`src/rtl/spi_pkg.sv`:
```
// Shared SPI definitions: FSM states, frame width and command codes used by the slave decoder.
package spi_pkg;

  typedef enum logic [2:0] {
    IDLE  = 3'd0,
    SETUP = 3'd1,
    LOW   = 3'd2,
    HIGH  = 3'd3,
    HOLD  = 3'd4,
    GAP   = 3'd5
  } spi_state_t;

  localparam int unsigned SPI_FRAME_W = 32;

  localparam logic [7:0] CMD_DRIVE_MOTOR = 8'h00;
  localparam logic [7:0] CMD_SEND_DATA   = 8'h01;

endpackage

```
`src/rtl/spi_sclk_gen.sv`:
```
// SCLK divider: counts clk_div cycles per half-period while enabled and flags the
// cycle on which SCLK should rise (low phase) or fall (high phase).
module spi_sclk_gen
  import spi_pkg::*;
#(
  parameter int unsigned clk_div = 4
) (
  input  logic i_clk,
  input  logic i_reset,
  input  logic i_en,
  input  logic i_high,
  output logic o_rise_en,
  output logic o_fall_en
);

  localparam int unsigned DivW = $clog2(clk_div + 1);

  logic [DivW-1:0] r_cnt;
  logic            w_wrap;

  assign w_wrap    = (r_cnt == DivW'(clk_div - 1));
  assign o_rise_en = i_en & ~i_high & w_wrap;
  assign o_fall_en = i_en & i_high & w_wrap;

  // Half-period counter; held at zero outside LOW/HIGH so every phase starts fresh.
  always_ff @(posedge i_clk or posedge i_reset) begin
    if (i_reset) begin
      r_cnt <= '0;
    end else if (!i_en || w_wrap) begin
      r_cnt <= '0;
    end else begin
      r_cnt <= r_cnt + DivW'(1);
    end
  end

endmodule

```
`src/rtl/spi_master.sv`:
```
// Mode-0, MSB-first SPI initiator with programmable CS setup/hold and SCLK divider.
module spi_master
  import spi_pkg::*;
#(
  parameter int unsigned data_length = SPI_FRAME_W,
  parameter int unsigned clk_div     = 4,
  parameter int unsigned cs_setup    = 2,
  parameter int unsigned cs_hold     = 2
) (
  input  logic                   clk,
  input  logic                   reset,
  input  logic                   start,
  input  logic [data_length-1:0] tx_data,
  output logic                   busy,
  output logic                   done,
  output logic [data_length-1:0] rx_data,
  output logic                   SPI_CLK,
  output logic                   CS,
  output logic                   outgoing,
  input  logic                   incoming
);

  localparam int unsigned BitW    = $clog2(data_length + 1);
  localparam int unsigned WaitMax = (cs_setup > cs_hold) ? cs_setup : cs_hold;
  localparam int unsigned WaitW   = $clog2(WaitMax + 1);

  spi_state_t             r_state;
  logic [WaitW-1:0]       r_wait;
  logic [BitW-1:0]        r_bits;
  logic [data_length-1:0] r_tx;
  logic [data_length-1:0] r_rx;
  logic [data_length-1:0] r_rx_data;
  logic                   r_sclk;
  logic                   r_cs;
  logic                   r_busy;
  logic                   r_done;
  logic                   w_rise;
  logic                   w_fall;
  logic                   w_sclk_en;
  logic                   w_high;

  assign w_sclk_en = (r_state == LOW) || (r_state == HIGH);
  assign w_high    = (r_state == HIGH);

  spi_sclk_gen #(
    .clk_div (clk_div)
  ) u_sclk_gen (
    .i_clk     (clk),
    .i_reset   (reset),
    .i_en      (w_sclk_en),
    .i_high    (w_high),
    .o_rise_en (w_rise),
    .o_fall_en (w_fall)
  );

  // MOSI is the MSB of the transmit shifter, so it is a flop output with no extra register.
  assign outgoing = r_tx[data_length-1];
  assign SPI_CLK  = r_sclk;
  assign CS       = r_cs;
  assign busy     = r_busy;
  assign done     = r_done;
  assign rx_data  = r_rx_data;

  // Frame sequencer plus transmit/receive shift registers.
  always_ff @(posedge clk or posedge reset) begin
    if (reset) begin
      r_state   <= IDLE;
      r_wait    <= '0;
      r_bits    <= '0;
      r_tx      <= '0;
      r_rx      <= '0;
      r_rx_data <= '0;
      r_sclk    <= 1'b0;
      r_cs      <= 1'b1;
      r_busy    <= 1'b0;
      r_done    <= 1'b0;
    end else begin
      r_done <= 1'b0;
      unique case (r_state)
        IDLE: begin
          if (start) begin
            r_tx    <= tx_data;
            r_cs    <= 1'b0;
            r_busy  <= 1'b1;
            r_wait  <= '0;
            r_bits  <= '0;
            r_state <= SETUP;
          end
        end
        SETUP: begin
          if (r_wait == WaitW'(cs_setup - 1)) begin
            r_wait  <= '0;
            r_state <= LOW;
          end else begin
            r_wait <= r_wait + WaitW'(1);
          end
        end
        LOW: begin
          if (w_rise) begin
            r_sclk  <= 1'b1;
            r_state <= HIGH;
          end
        end
        HIGH: begin
          if (w_fall) begin
            r_sclk <= 1'b0;
            r_rx   <= {r_rx[data_length-2:0], incoming};
            r_bits <= r_bits + BitW'(1);
            if (r_bits == BitW'(data_length - 1)) begin
              // Last bit: leave MOSI on it until CS rises.
              r_state <= HOLD;
            end else begin
              r_tx    <= {r_tx[data_length-2:0], 1'b0};
              r_state <= LOW;
            end
          end
        end
        HOLD: begin
          if (r_wait == WaitW'(cs_hold - 1)) begin
            r_wait    <= '0;
            r_cs      <= 1'b1;
            r_done    <= 1'b1;
            r_rx_data <= r_rx;
            r_tx      <= '0;
            r_state   <= GAP;
          end else begin
            r_wait <= r_wait + WaitW'(1);
          end
        end
        GAP: begin
          if (r_wait == WaitW'(cs_hold - 1)) begin
            r_wait  <= '0;
            r_busy  <= 1'b0;
            r_state <= IDLE;
          end else begin
            r_wait <= r_wait + WaitW'(1);
          end
        end
        default: r_state <= IDLE;
      endcase
    end
  end

endmodule

```
`config.mk`:
```
export PLATFORM = sky130hd
export DESIGN_NAME = spi_master
export DESIGN_NICKNAME = d
export VERILOG_FILES = /design/src/rtl/spi_pkg.sv /design/src/rtl/spi_sclk_gen.sv /design/src/rtl/spi_master.sv
export SDC_FILE = /design/constraint.sdc
export NUM_CORES = 1
export LEC_CHECK = 0
export CORE_UTILIZATION = 39
export CTS_BUF_LIST = sky130_fd_sc_hd__clkbuf_16
export CTS_CLUSTER_DIAMETER = 100
export CTS_CLUSTER_SIZE = 20
export DETAILED_ROUTE_END_ITERATION = 7
export DONT_BUFFER_PORTS = 1
export PLACE_DENSITY = 0.65
export REMOVE_ABC_BUFFERS = 1
export SETUP_SLACK_MARGIN = 0.1
export SLEW_MARGIN = 20
export SYNTH_ARGS = -nofsm -noshare
export SYNTH_HDL_FRONTEND = slang
export SYNTH_SLANG_ARGS = --single-unit
```
`constraint.sdc`:
```
create_clock -name clk -period 3.2 [get_ports clk]
set_clock_uncertainty 0.1 [all_clocks]
set_input_delay 0.32 -clock clk [delete_from_list [all_inputs] [get_ports clk]]
set_output_delay 0.32 -clock clk [all_outputs]
set_load 0.05 [all_outputs]
```
* Word-level counts from Yosys, hierarchy flattened
Cells that the tools add are included.
** Word-level totals
- RAM bits :: 0
- Latch bits :: 0
- Memories :: 0
- ROM bits :: 0
- Word-level logic and storage cells :: 85
- Input bits :: 36
- Output and inout port bits :: 37
- Register bits :: 114
** Cells by class
- Shifts and indexed selects :: 0
- Bitwise operators :: 5
- Reductions and logical operators :: 20
- Muxes and demuxes :: 31
- Equality and inequality tests :: 15
- Div/mod/pow operators :: 0
- $add $sub $neg :: 3
- Multiply operators :: 0
- $lt $le $gt $ge :: 0
** Operators by type and width (count)
- 32-bit 2-to-1 mux :: 4
- 32-bit case mux with 3 select lines :: 1
- 3-bit 2-to-1 mux :: 8
- 3-bit case mux with 6 select lines :: 1
- 6-bit 2-to-1 mux :: 2
- 2-bit inequality test, second input constant :: 6
- 6-bit case mux with 2 select lines :: 1
- 3-bit AND reduction :: 4
- 2-bit nonzero test :: 5
- 3-bit by 2-bit == test with 1-bit output, second input constant :: 3
- 1-bit 2-to-1 mux :: 8
- 6-bit by 1-bit adder with 6-bit output, second input constant :: 1
- 3-bit == test, second input constant :: 2
- 6-bit by 5-bit == test with 1-bit output, second input constant :: 1
- 1-bit case mux with 2 select lines :: 3
- 2-bit AND reduction :: 3
- 6-bit AND reduction :: 1
- 5-bit AND reduction :: 1
- 1-bit AND :: 4
- 2-bit 2-to-1 mux :: 2
- 2-bit case mux with 2 select lines :: 1
- 3-bit by 1-bit adder with 3-bit output, second input constant :: 1
- 3-bit by 1-bit == test with 1-bit output, second input constant :: 1
- 3-bit zero test :: 1
- other kinds (8) :: 9

* Logic depth before layout (Yosys ltp)
- Depth in word-level cells :: 6
- Gate-level depth with buffers :: 8
- Mapped depth without buffers :: 6

* Cells and area by module
From an unflattened synthesis, not the netlist that was laid out.
** Unflattened totals
- Cell total of the unflattened synthesis :: 441
- Area, all modules :: 5270.1 um2
** By module, submodules not included
- spi_master :: instances 1, seq. area each 2778.9 um2, cells each 429, area each 5116.2 um2
- spi_sclk_gen :: instances 1, seq. area each 75.1 um2, cells each 12, area each 153.9 um2

* Least setup slack after synthesis
No wires, ideal clock.
- Path kind :: reg-to-reg
- From :: register u_sclk_gen.r_cnt[0]
- To :: register r_rx[0]
- Data arrival time :: 1.709 ns
- Period minus slack after synthesis :: 1.874 ns
- Setup slack :: 1.326 ns
- Stages on the path, launching flop included :: 9
- Required time :: 3.035 ns
- Buffers on the path :: 3
- Library setup time :: 0.065 ns
- Cell sequence :: dfrtp_1 ha_1 ha_1 clkbuf_1 and4b_1 clkbuf_1 clkbuf_1 nand2_1 nand2_1
** Between the ends
- Cells in the longest elaborated chain, start to end :: 3
** Ends and longest elaborated chain
- start, declared :: RTL line spi_sclk_gen.sv:18 : logic [DivW-1:0] r_cnt;
- start signal, assigned :: RTL line spi_sclk_gen.sv:32 : r_cnt <= r_cnt + DivW'(1);
- 3-bit by 2-bit == test with 1-bit output :: RTL line spi_sclk_gen.sv:21 : assign w_wrap = (r_cnt == DivW'(clk_div - 1));
- 1-bit AND :: RTL line spi_sclk_gen.sv:23 : assign o_fall_en = i_en & i_high & w_wrap;
- 2-bit AND reduction (no source line)
- end signal, assigned :: RTL line spi_master.sv:107 : r_rx <= {r_rx[data_length-2:0], incoming};
- end, declared :: RTL line spi_master.sv:31 : logic [data_length-1:0] r_rx;
Every way passes these cells.
A chain may end at the register's enable or synchronous reset.

* Worst setup path in the final report
- From :: register r_state[1]
- To :: register r_tx[12]
** Between the ends
- Cells in the longest elaborated chain, start to end :: 6
- Elaborated cells between the ends (all ways) :: 14
- Those cells by class :: eq/ne: 7; mux: 1; bitwise: 2; reduce/logical: 4
** Ends and longest elaborated chain
- start, declared :: RTL line spi_master.sv:27 : spi_state_t r_state;
- start signal, assigned :: RTL line spi_master.sv:67 : r_state <= IDLE;
- start signal, assigned :: RTL line spi_master.sv:87 : r_state <= SETUP;
- start signal, assigned :: RTL line spi_master.sv:93 : r_state <= LOW;
- 3-bit by 2-bit == test with 1-bit output, on equally long branches :: RTL line spi_master.sv:42, spi_master.sv:43, spi_master.sv:79
- 1-bit logical OR :: RTL line spi_master.sv:42 : assign w_sclk_en = (r_state == LOW) || (r_state == HIGH);
- 1-bit AND (2 in series) :: RTL line spi_sclk_gen.sv:23
- 2-bit inequality test (no source line)
- 5-bit AND reduction (no source line)
- end signal, assigned :: RTL line spi_master.sv:82 : r_tx <= tx_data;
- end signal, assigned :: RTL line spi_master.sv:113 : r_tx <= {r_tx[data_length-2:0], 1'b0};
- end, declared :: RTL line spi_master.sv:30 : logic [data_length-1:0] r_tx;
Several ways; a longest one is shown, not always the timed one.

==> flow_summary_export.csv <==
group,metric,value,unit
yosys,netlist_top_cells_area,"dfrtp_1 (53%), mux2_4 (7.9%), nand2_1 (7.5%), mux2i_1 (6.0%), a311o_1 (5.6%)",
sta,relSlewSlack,0.271,
power,p_int,3.45,mW
die,rows,42,
routing,ant_nets,0,
sta,fmax,409,MHz
routing,drt-wirelength-per-cell,15.3,um
placement,place_area,5470,sq um
die,fp.dieH,119,um
critical_path,startpoint,"r_state[1]",
critical_path,cp_slowest_stage_delay,640,ps
global_routing,grt_max_degree,70,
clock_tree,cts_buffers,17,
layout,fin_util,0.453,
yosys,syn_area,5350,sq um
critical_path,crit_slowest_cell,"dfrtp_1",
critical_path,crit_path_cell_trace,"nand2b_1 > buf_4 > o32ai_1 > a21oi_4 > buf_4 > mux2i_1",
routing,dr.pass1.iters,4,
critical_path,worst_setup_path_end_kind,"flop",
critical_path,cpMostUsedCell,"buf_4",
critical_path,critPathMaxFanout,35,
sta,finalSetupTns,0,ps
clock_tree,cts.clk_slew.worst_paths,50,ps
placement,portBuffers,0,
placement,place_hpwl,6.48,mm
routing,vias,3558,
die,die_w,119,um
yosys,async_reset_ff_frac,1.00,
yosys,syn-instance-count,509,
die,initial_core_util,0.402,
yosys,yosysWarnings,0,
routing,routed_via_density,5.14,
sta,tightest_slew,1090,ps
clock_tree,htreeDepth,4,
layout,stdcell_area,6020,sq um
power,p_total,5.11,mW
hold_path,hold_class,"in2reg",
clock_tree,clkSinkCount,114,
clock_tree,insertion_delay,410,ps
sta,hold_viol,0,
power,leakagePower,3.05,nW
run_status,run_status,"finished clean",
sta,fin_crit_sh,0.765,
clock_tree,cts_setup_buffers,0,
yosys,synthFlopType,"dfrtp_1",
sta,setup_viol,0,
hold_path,hp-start,"start",
clock_tree,clock_path_buffers,2,
clock_tree,cts_tree,"done",
global_routing,antenna_found_initial,0,
power,p_comb_frac,0.282,
placement,globalplace.congestion,0.763,
sta,drv_slew,0,
clock_tree,ctsHoldBuffers,3,
run,max-cap-violations,0,
yosys,synth_area_leader_cell,"dfrtp_1",
global_routing,grt_pass1_wl,17.6,mm
critical_path,cp.required,3420,ps
routing,drc_errors,0,
global_routing,grt_usage,0.159,
routing,drt_iter0_markers,244,
power,seqPwrFrac,0.390,
routing,routed_wirelength,10.6,mm
yosys,synth.ff_latch_count,114,
power,power_density,849,nW/um^2
die,ioPinCount,73,
clock_tree,cts_root_buf,"clkbuf_16",
yosys,ys_seq_area_frac,0.534,
yosys,synth_edf_count,0,
yosys,avgSynthCellArea,10.5,sq um
critical_path,criticalPathCategory,"reg2reg",
layout,fin_nets,543,
critical_path,worstPathArrival,2670,ps
critical_path,critPathLaunchType,"flop",
clock_tree,ctsResizeCount,0,
critical_path,r2r-start,"r_state[1]",
sta,hold_slack,45.2,ps
yosys,synth.top_cell.area_share,0.529,
power,power.switching,1.66,mW
layout,drive_gt1_frac,0.140,
power,irDropWorstVdd,0.000433,V
layout,area.growth.synth_to_final,12.7,%
power,switching_share,0.324,
yosys,synth_cell_types,43,
die,fp.coreArea,13300,sq um
global_routing,grt_pass1_vias,3491,
power,p_clk_frac,0.328,
sta,rsz0062_at_grt,"false",
layout,n_antenna_cell,0,
die,dieArea,14200,sq um
global_routing,grt.overflow.total,0,
sta,timing.final.crit_period,2450,ps
## power groups by stage
stage	Combinational (mW)	Sequential (mW)	Clock, mW
2_1_floorplan	1.08	2.05	0
4_1_cts	1.45	2.00	1.72
6_report	1.44	2.00	1.68
3_3_place_gp	1.39	2.00	0
3_5_place_dp	1.44	2.02	0
5_1_grt	1.61	2.03	1.78
## kinds of logic (layout without fill, tap and decap cells)
group | after synthesis | in the layout | synth area share
AOI/OAI and AO/OA | 91 | 91 | 0.123
adders and majority gates | 3 | 3 | 0.00702
buffers and inverters | 73 | 80 | 0.0622
DFF | 114 | 114 | 0.534
muxes | 65 | 65 | 0.149
and+or+nand+nor | 163 | 163 | 0.125
## worst paths after layout
kind                            cells after the start  slack (ps)                  end
worst max-delay path                                6         750             r_tx[12]
worst min-delay path                                2          50                 busy
worst max register to register                      6         750             r_tx[12]
worst min register to register                      1         340  u_sclk_gen.r_cnt[0]
max in group asynchronous                           3        1820          rx_data[27]
min in group asynchronous                           2         390             r_tx[22]
## routing by layer
metal | part of all wire | vias up | global-route usage
met5 | 0 | - | 0
met4 | 0.0039 | 0 | 0.0451
met1 | 0.47 | 1748 | 0.204
met2 | 0.45 | 87 | 0.234
met3 | 0.084 | 4 | 0.0819
li1 | - | 1719 | -
## sequential cells by signal, indices dropped and copies added, names as in the netlist
name / flops
u_sclk_gen.r_cnt: 3
rx_data: 32
r_bits: 6
done: 1
r_wait: 2
busy: 1
SPI_CLK: 1
CS: 1
r_state: 3
r_rx: 32
r_tx: 32
## area by class of cell
class	count	area, sq um
fill	1197	7270
timing repair buffer	12	110
sequential	114	2860
multi-input combinational	322	2170
clock inverter	14	103
tap	176	220
clock buffer	17	425
inverter	37	141
## layout by cell type, fill, tap and decap left out, drive strengths merged, types with 2 or more instances in the layout
cell type    Yosys  final
o22ai            2      2
nor2            36     36
a21oi           33     33
mux2            33     33
clkbuf          13     17
clkinv           0      5
o21ai           14     14
dlygate4sd3      0      3
clkinvlp         0      5
or3              2      2
nand2b           3      3
ha               3      3
a31oi            2      2
buf             23      9
a311o           30     30
o21a             2      2
dfrtp          113    113
mux2i           32     32
inv             37     40
nor3             3      3
and3             2      2
nand2          107    107
nor2b            2      2
## synth_stat cells, types with 2 or more instances
| cell type | count |
|---|---|
| o22ai_1 | 2 |
| buf_2 | 11 |
| ha_1 | 3 |
| inv_1 | 36 |
| a21oi_1 | 32 |
| o21a_1 | 2 |
| mux2i_1 | 32 |
| nand2b_1 | 3 |
| nor2b_1 | 2 |
| nor3_1 | 3 |
| a311o_1 | 30 |
| nand2_1 | 107 |
| mux2_4 | 28 |
| nor2_1 | 36 |
| a31oi_1 | 2 |
| or3_1 | 2 |
| dfrtp_1 | 113 |
| mux2_1 | 5 |
| buf_6 | 6 |
| buf_1 | 6 |
| clkbuf_1 | 13 |
| and3_1 | 2 |
| o21ai_0 | 7 |
| o21ai_1 | 7 |
## metrics by stage
| stage | cells | setup WS [ps] |
|---|---|---|
| floorplan | 473 | -394 |
| global placement | 658 | 847 |
| detailed placement | 658 | 782 |
| CTS | 692 | 758 |
| global route | 692 | 592 |
| finish | 692 | 753 |
## worst max-delay path: cells and delay by family, from the launching register on
family,cells,cell delay (ps)
buffers and inverters,2,700
DFF,1,640
AOI/OAI and AO/OA,2,460
muxes,1,240
and+or+nand+nor,1,190
Power figures use the tool's default switching activity.
